==> config.mk <==
export PLATFORM = sky130hd
export DESIGN_NAME = tx_char_scheduler
export DESIGN_NICKNAME = d
export VERILOG_FILES = /design/src/rtl/tx_char_scheduler.sv
export SDC_FILE = /design/constraint.sdc
export NUM_CORES = 1
export LEC_CHECK = 0
export CAP_MARGIN = 0
export CORE_MARGIN = 2
export CORE_UTILIZATION = 44
export CTS_BUF_LIST = sky130_fd_sc_hd__clkbuf_16
export DETAILED_ROUTE_END_ITERATION = 16
export PLACE_DENSITY_LB_ADDON = 0.05
export SLEW_MARGIN = 30
export SYNTH_ARGS = -nofsm -noshare
export SYNTH_HDL_FRONTEND = slang
export SYNTH_SLANG_ARGS = --single-unit
==> constraint.sdc <==
create_clock -name pclk_tx -period 3.05 [get_ports pclk_tx]
set_clock_uncertainty 0.05 [all_clocks]
set_input_delay 0.61 -clock pclk_tx [delete_from_list [all_inputs] [get_ports pclk_tx]]
set_output_delay 0.61 -clock pclk_tx [all_outputs]
set_load 0.005 [all_outputs]
==> src/rtl/tx_char_scheduler.sv <==
// SpaceWire TX character scheduler: TIME > FCT > NCHAR > NULL arbitration, ping-pong
// drain of the two N-Char buffers and transmit credit. TX_TIMECODE_EN enables the Time-Code path.
module tx_char_scheduler #(
  parameter int CREDIT_MAX   = 56,
  parameter int FCT_PEND_MAX = 7
) (
  input  logic       pclk_tx,
  input  logic       reset_tx,
  input  logic [1:0] link_mode,
  input  logic       tcode_rdy_trnsp,
  input  logic [7:0] tx_tcode_in,
  input  logic       process_data,
  input  logic       process_data_0,
  input  logic [8:0] tx_data_in,
  input  logic [8:0] tx_data_in_0,
  input  logic       fct_rx,
  input  logic       fct_req,
  input  logic       char_ready,
  output logic       get_data,
  output logic       get_data_0,
  output logic       fct_counter_p,
  output logic       char_valid,
  output logic [1:0] char_type,
  output logic [8:0] char_data,
  output logic       credit_error,
  output logic       tcode_overrun
);

  // state | meaning
  // OFF   | link disabled; credit, FCTs owed, Time-Code and buffer select cleared
  // ARB   | pick the next character by priority, gated by link_mode
  // SEND  | character presented on char_*, held until char_ready
  typedef enum logic [1:0] {OFF, ARB, SEND} state_t;

  localparam logic [1:0] TYPE_NULL  = 2'b00;
  localparam logic [1:0] TYPE_FCT   = 2'b01;
  localparam logic [1:0] TYPE_TIME  = 2'b10;
  localparam logic [1:0] TYPE_NCHAR = 2'b11;
  localparam logic [5:0] CREDIT_LIM = 6'(CREDIT_MAX - 8);
  localparam logic [3:0] PEND_MAX   = 4'(FCT_PEND_MAX);

  state_t     state;
  logic [5:0] credit;
  logic [2:0] fct_pend;
  logic       sel;
  logic       tc_pend;
  logic [7:0] tc_val;

  logic       accept;
  logic       acc_fct;
  logic       acc_nchar;
  logic [5:0] credit_base;
  logic [3:0] fct_sum;
  logic [2:0] fct_next;
  logic       buf_valid;
  logic [8:0] buf_data;

  assign accept      = (state == SEND) && char_ready;
  assign acc_fct     = accept && (char_type == TYPE_FCT);
  assign acc_nchar   = accept && (char_type == TYPE_NCHAR);
  // overflow test is made on the credit left after this cycle's N-Char accept
  assign credit_base = credit - {5'd0, acc_nchar};
  assign buf_valid   = sel ? process_data_0 : process_data;
  assign buf_data    = sel ? tx_data_in_0 : tx_data_in;
  assign fct_counter_p = (credit != 6'd0);

  always_comb begin
    fct_sum  = {1'b0, fct_pend} + {3'd0, fct_req} - {3'd0, acc_fct};
    fct_next = fct_sum[2:0];
    if (fct_sum > PEND_MAX) fct_next = PEND_MAX[2:0];
  end

`ifdef TX_TIMECODE_EN
  logic acc_time;
  assign acc_time = accept && (char_type == TYPE_TIME);

  always_ff @(posedge pclk_tx or posedge reset_tx) begin
    if (reset_tx) begin
      tc_pend       <= 1'b0;
      tc_val        <= 8'h00;
      tcode_overrun <= 1'b0;
    end else if (link_mode == 2'b00) begin
      tc_pend       <= 1'b0;
      tcode_overrun <= 1'b0;
    end else begin
      // a pulse landing on the TIME accept replaces a value already sent, nothing is lost
      tcode_overrun <= tcode_rdy_trnsp && tc_pend && !acc_time;
      if (tcode_rdy_trnsp) begin
        tc_pend <= 1'b1;
        tc_val  <= tx_tcode_in;
      end else if (acc_time) begin
        tc_pend <= 1'b0;
      end
    end
  end
`else
  logic unused_tc;
  assign unused_tc     = ^{tcode_rdy_trnsp, tx_tcode_in};
  assign tc_pend       = 1'b0;
  assign tc_val        = 8'h00;
  assign tcode_overrun = 1'b0;
`endif

  always_ff @(posedge pclk_tx or posedge reset_tx) begin
    if (reset_tx) begin
      state        <= OFF;
      credit       <= 6'd0;
      fct_pend     <= 3'd0;
      sel          <= 1'b0;
      char_valid   <= 1'b0;
      char_type    <= TYPE_NULL;
      char_data    <= 9'h000;
      get_data     <= 1'b0;
      get_data_0   <= 1'b0;
      credit_error <= 1'b0;
    end else if (link_mode == 2'b00) begin
      state        <= OFF;
      credit       <= 6'd0;
      fct_pend     <= 3'd0;
      sel          <= 1'b0;
      char_valid   <= 1'b0;
      char_type    <= TYPE_NULL;
      char_data    <= 9'h000;
      get_data     <= 1'b0;
      get_data_0   <= 1'b0;
      credit_error <= 1'b0;
    end else begin
      get_data     <= acc_nchar && !sel;
      get_data_0   <= acc_nchar && sel;
      if (acc_nchar) sel <= !sel;
      fct_pend     <= fct_next;
      credit_error <= 1'b0;
      if (fct_rx && (credit_base > CREDIT_LIM)) begin
        credit       <= credit_base;
        credit_error <= 1'b1;
      end else if (fct_rx) begin
        credit <= credit_base + 6'd8;
      end else begin
        credit <= credit_base;
      end

      case (state)
        OFF: state <= ARB;
        ARB: begin
          state      <= SEND;
          char_valid <= 1'b1;
          if ((link_mode == 2'b11) && tc_pend) begin
            char_type <= TYPE_TIME;
            char_data <= {1'b0, tc_val};
          end else if (link_mode[1] && (fct_pend != 3'd0)) begin
            char_type <= TYPE_FCT;
            char_data <= 9'h000;
          end else if ((link_mode == 2'b11) && (credit != 6'd0) && buf_valid) begin
            char_type <= TYPE_NCHAR;
            char_data <= buf_data;
          end else begin
            char_type <= TYPE_NULL;
            char_data <= 9'h000;
          end
        end
        SEND: begin
          if (char_ready) begin
            state      <= ARB;
            char_valid <= 1'b0;
          end
        end
        default: state <= OFF;
      endcase
    end
  end

endmodule

== Yosys cells after proc, flatten, opt, wreduce, memory -nomap -nowiden ==
Index checks and enable logic that the tools add are counted.

* Bits in registers: 27
* Bits in latches: 0
* Memory bits (writable): 0
* ROM bits: 0
* Input bits: 36
* Output and inout bits: 17
* Memories: 0

* Add/subtract/negate cells: 4
* Multiply operators: 0
* Divide/modulo/power cells: 0
* Order comparisons: 2
* Equal/unequal tests: 6
* Shifts and indexed selects: 0
* Muxes and demuxes: 27
* Bitwise logic cells: 0
* Reductions and logical operators: 18

{| class="wikitable"
|+ Operators with widths
! kind !! count
|-
| 9-bit two-way mux || 5
|-
| 6-bit two-way mux || 3
|-
| 2-bit two-way mux || 6
|-
| 1-bit logical AND || 9
|-
| 1-bit two-way mux || 9
|-
| 6-bit by 4-bit adder with 6-bit output (second input constant) || 1
|-
| 2-bit == test (second input constant) || 3
|-
| 6-bit greater-than comparator (second input constant) || 1
|-
| 3-bit two-way mux || 2
|-
| 2-bit case mux with 3 select lines || 1
|-
| 3-bit nonzero test || 2
|-
| 6-bit nonzero test || 1
|-
| 6-bit by 1-bit subtractor with 6-bit output || 1
|-
| 3-bit by 1-bit adder with 4-bit output || 1
|-
| 2-bit by 1-bit == test with 1-bit output (second input constant) || 2
|-
| 4-bit by 3-bit greater-than comparator with 1-bit output (second input constant) || 1
|-
| 2-bit logical NOT || 2
|-
| 2-bit nonzero test || 2
|-
| 4-bit by 1-bit subtractor with 4-bit output || 1
|-
| 3-bit by 2-bit != test with 1-bit output (second input constant) || 1
|-
| 1-bit case mux with 2 select lines || 1
|-
| 2-bit AND reduction || 1
|-
| 1-bit logical NOT || 1
|}

== Depth between registers and ports, before layout ==
Gate-level depths: netlist of run 1.

* Depth in word-level cells: 8
* Depth in mapped cells: 13

== Least setup slack after synthesis of run 1 ==
OpenSTA, ideal clock, no wires.

* Path kind: input to register
* From: input port char_ready
* To: register credit[4]
* Setup time: 126 ps
* Arrival time: 2498 ps
* Data required time: 2874 ps
* Slack: 376 ps
* Stages on the path: 11
* Path buffers: 0
* Cell sequence: nand2_1 nor3b_1 nand2_1 inv_1 ha_1 ha_1 nor3b_1 xnor2_1 inv_1 ha_1 o31a_2

* Word-level cells in the longest chain between the ends: 7
* Elaborated cells between the ends (all ways): 9
* Classes of those cells: add/sub (2); order compare (1); mux (3); reduce/logical (3)

{| class="wikitable"
|+ Ends and longest elaborated chain
! item !! line !! RTL
|-
| from (decl) || 18 || <nowiki>input logic char_ready,</nowiki>
|-
| 1-bit logical AND * || 58 || <nowiki>assign accept = (state == SEND) && char_ready;</nowiki>
|-
| 1-bit logical AND * || 60 || <nowiki>assign acc_nchar = accept && (char_type == TYPE_NCHAR);</nowiki>
|-
| 6-bit by 1-bit subtractor with 6-bit output * || 62 || <nowiki>assign credit_base = credit - {5'd0, acc_nchar};</nowiki>
|-
| 6-bit by 4-bit adder with 6-bit output or 6-bit greater-than comparator (tied branches) || 137, 133 ||
|-
| 6-bit two-way mux or 1-bit logical AND (tied branches) || 136, 133 ||
|-
| 6-bit two-way mux * || 133 || <nowiki>if (fct_rx && (credit_base > CREDIT_LIM)) begin</nowiki>
|-
| 6-bit two-way mux * || 116 || <nowiki>end else if (link_mode == 2'b00) begin</nowiki>
|-
| to (signal assigned) || 134 || <nowiki>credit <= credit_base;</nowiki>
|-
| to (signal assigned) || 137 || <nowiki>credit <= credit_base + 6'd8;</nowiki>
|-
| to (signal assigned) || 139 || <nowiki>credit <= credit_base;</nowiki>
|-
| to (decl) || 43 || <nowiki>logic [5:0] credit;</nowiki>
|}

Every way passes the cells marked *; elsewhere a longest branch is shown, timed or not.
A chain may end at the register's enable or synchronous reset.

== Final worst setup path of run 1 ==
Ends and elaborated chain as after synthesis.

==> impl_metrics.csv, run 1 <==
group,metric,value,unit
synthesis,synth_cell_types,31,
sta,slew_headroom,57.4,%
routing,drc,0,
setup_path,crit_path_top_delay_cell,"clkdlybuf4s50_1",
global_route,grt_pass1_vias,1213,
setup_path,ff2ff_setup_slack,0.66,ns
synthesis,yosys_warnings,0,
layout,syn2layout_area_growth,42.6,%
power_and_ir_drop,share_comb_of_total_power,35.4,%
layout,final_common_cell,"clkdlybuf4s50_1",
sta,worst_slew_pin_slew,0.636,ns
outcome,status,"complete, no violations",
clocking,clockRootBuffer,"clkbuf_16",
setup_path,max_stage_delay,0.48,ns
global_route,antenna_found_initial,0,
layout,final_cell_mix,"clkdlybuf4s50_1 (42), dfrtp_1 (27), nand2_1 (16)",
power_and_ir_drop,ir_drop,0.000433,V
sta,fin_tns_setup,0,ns
placed_design,hpwl,2330,um
min_path,hold_class,"register to register",
global_route,grt.total_usage,19.0,%
synthesis,ys_seq_area_share,47.5,%
power_and_ir_drop,pwr-share-clk,24.7,%
synthesis,avgSynthCellArea,9.81,um2
placed_design,dpl_cell_area,1940,um2
synthesis,synth-edff-count,0,
synthesis,synthTopCellsByArea,"dfrtp_1 (47%), mux2i_1 (6.3%), ha_1 (6.2%)",
routing,drt_iter0_markers,44,
global_route,grt_pass1_wl,5150,um
clocking,cts_tree,"done",
sta,fin_crit_sh,92.6,%
clocking,post-cts-setup-buffers,0,
routing,wire_per_inst,12.4,um
routing,viasPerCell,4.90,
power_and_ir_drop,cell_internal_pwr,0.000807,W
setup_path,crit_start,"char_ready",
floorplan,start_util,46.6,%
power_and_ir_drop,power.switching,0.000361,W
sta,max_clock_freq,0.354,GHz
layout,nNetsFinal,240,
routing,via_count,1170,
power_and_ir_drop,p_seq_share,39.9,%
global_route,grt_max_degree,28,
floorplan,std_cell_rows,20,
placed_design,place_inst,235,
clocking,cts_buffers,3,
sta,finalSetupViolations,0,
setup_path,reg2reg_from,"state[1]$_DFFE_PP0P_",
power_and_ir_drop,total_power,0.00117,W
clocking,clkLatencyLatePin,0.26,ns
setup_path,crit_path_end_kind,"register",
sta,maxSlewViolCount,0,
sta,hold_violations,0,
synthesis,synth_area_leader_cell,"dfrtp_1",
setup_path,rr_endpoint,"credit[4]$_DFF_PP0_",
sta,rsz0062_at_grt,"no",
floorplan,die_h,60.9,um
layout,drive_above_1_share,11.3,%
floorplan,io_pins,53,
synthesis,ys_seq_elements,27,
floorplan,die_w,60.9,um
clocking,clockBufferDepth,2,
setup_path,arrival,2.92,ns
setup_path,worstSetupPathType,"primary input to register",
setup_path,cp_cell_sequence,"clkdlybuf4s50_1 > nand2_1 > nor3b_2 > nand2_1 > inv_1 > ha_1 > ha_1 > nor3b_1 > xnor2_1 > inv_1 > ha_1 > o31a_2",
setup_path,path_common_cell,"ha_1",
routing,drt_wl_total,2970,um
clocking,cts.sinks,27,
placed_design,dp_slack,-0.140,ns
setup_path,start_kind,"primary input",
placed_design,gp_congestion,0.713,
synthesis,synth_area,1420,um2
synthesis,synth_top_area_share,47.5,%
synthesis,syn_inst,145,
synthesis,async_flop_share,100,%
floorplan,die_area,3700,um2
layout,diodes,0,
global_route,grt_remaining_overflow,0,
layout,instances_no_fill,239,
clocking,htreeDepth,1,
sta,min_period,2.83,ns
layout,fillers,268,
setup_path,cp_data_required_time,3.14,ns
placed_design,io_buffers,42,
job,cap_violations,0,
layout,stdcell_area,2030,um2
sta,setup_ws,0.225,ns
synthesis,syn_nets,189,
power_and_ir_drop,swShare,30.9,%
routing,first_pass_iters,4,
floorplan,coreArea,3050,um2
setup_path,r2r_cells,11,
power_and_ir_drop,power.leakage,0.902,nW
power_and_ir_drop,powerDensity,576,nW/um2
synthesis,synth_flop_cell,"dfrtp_1",
routing,final_antenna_net_count,0,
setup_path,critPathMaxFanout,2,
setup_path,crit_end,"credit[4]$_DFF_PP0_",
clocking,clk_pin_slew,0.06,ns
-- synth_stat cells, types with 2 or more instances --
master / instances
and3_1: 2
clkbuf_1: 3
nor3b_1: 5
xnor2_1: 4
nor3_1: 5
nor2_1: 15
dfrtp_1: 27
mux2i_1: 9
o21ai_0: 11
nor2b_1: 3
xor2_1: 2
a21oi_1: 6
inv_1: 14
nand2_1: 16
ha_1: 7
-- power groups by stage --
stage / clock network (W) / registers [W] / logic, W
after floorplan: 0 / 0.000462 / 0.000269
after global placement: 0 / 0.000468 / 0.000400
after detailed placement: 0 / 0.000472 / 0.000418
after CTS: 0.000297 / 0.000466 / 0.000421
after global routing: 0.000312 / 0.000475 / 0.000475
final: 0.000288 / 0.000466 / 0.000413
-- flip-flops by register name, indices dropped and copies added, names as in the netlist --
signal	flops
char_data	9
credit	6
fct_pend	3
char_type	2
state	2
char_valid	1
credit_error	1
get_data	1
get_data_0	1
sel	1
-- cell families (layout without fill, tap and decap cells) --
| logic type | Yosys count | count (layout) | share of synthesized area [%] |
|---|---|---|---|
| fa+ha+maj | 8 | 8 | 7.56 |
| compound gates | 23 | 23 | 9.67 |
| simple gates | 52 | 52 | 19.2 |
| other cells | 1 | 1 | 0.264 |
| buf+inv | 18 | 68 | 5.01 |
| mux | 10 | 10 | 7.12 |
| flops | 27 | 27 | 47.5 |
| xor+xnor | 6 | 6 | 3.69 |
-- how the worst min path moves through the flow --
stage / start / endpoint / slack [ns] / depth (start not counted)
2_1_floorplan: state[0]$_DFFE_PP0P_ / state[0]$_DFFE_PP0P_ / 0.41 / 1
3_3_place_gp: char_data[4]$_DFFE_PP0P_ / char_data[4]$_DFFE_PP0P_ / 0.41 / 2
3_5_place_dp: char_data[1]$_DFFE_PP0P_ / char_data[1]$_DFFE_PP0P_ / 0.42 / 2
4_1_cts: char_data[1]$_DFFE_PP0P_ / char_data[1]$_DFFE_PP0P_ / 0.44 / 2
5_1_grt: char_data[4]$_DFFE_PP0P_ / char_data[4]$_DFFE_PP0P_ / 0.46 / 2
6_report: char_data[4]$_DFFE_PP0P_ / char_data[4]$_DFFE_PP0P_ / 0.43 / 2
-- stage by stage --
| step | utilization (%) | hold WS (ns) |
|---|---|---|
| 2_1_floorplan | - | 0.410 |
| 3_3_place_gp | 63.5 | 0.413 |
| 3_5_place_dp | 63.5 | 0.421 |
| 4_1_cts | 66.1 | 0.436 |
| 5_1_grt | 66.4 | 0.464 |
| 6_report | 66.4 | 0.433 |
-- cell type report --
cell class	count	area [um2]	area share [%]
tap	44	55.1	2.71
timing repair buffer	50	480	23.7
clock buffer	3	75.1	3.70
multi-input combinational	100	686	33.8
sequential	27	676	33.3
inverter	14	52.6	2.59
clock inverter	1	3.75	0.185
-- per-layer routing --
layer  GRT usage, %  routed length (um)
met5              0                   0
met4           5.59                  34
met2           34.9                1500
met1           21.7                1280
met3           4.69                 150
-- critical path: cells and delay by family --
kind,cells,cell delay [ns]
adder cells (fa/ha/maj),3,0.60
XOR/XNOR,1,0.17
buffers and inverters,3,0.61
AND/OR/NAND/NOR,4,0.59
AO/OA/AOI/OAI,1,0.34
-- what timing repair did --
action / CTS / global route
hold buffers: 0 / 0
setup endpoints to repair: 0 / 4
gates resized for setup: 0 / 2
(Power assumes the default switching activity.)
==> inputs of run 2 (changes only) <==
--- a/config.mk
+++ b/config.mk
@@ -10,8 +10,8 @@
 export CORE_UTILIZATION = 44
 export CTS_BUF_LIST = sky130_fd_sc_hd__clkbuf_16
 export DETAILED_ROUTE_END_ITERATION = 16
+export GPL_ROUTABILITY_DRIVEN = 0
 export PLACE_DENSITY_LB_ADDON = 0.05
-export SLEW_MARGIN = 30
 export SYNTH_ARGS = -nofsm -noshare
 export SYNTH_HDL_FRONTEND = slang
 export SYNTH_SLANG_ARGS = --single-unit
==> results of run 2 <==
No change in the layout: final DEF, timing and power equal those of run 1.
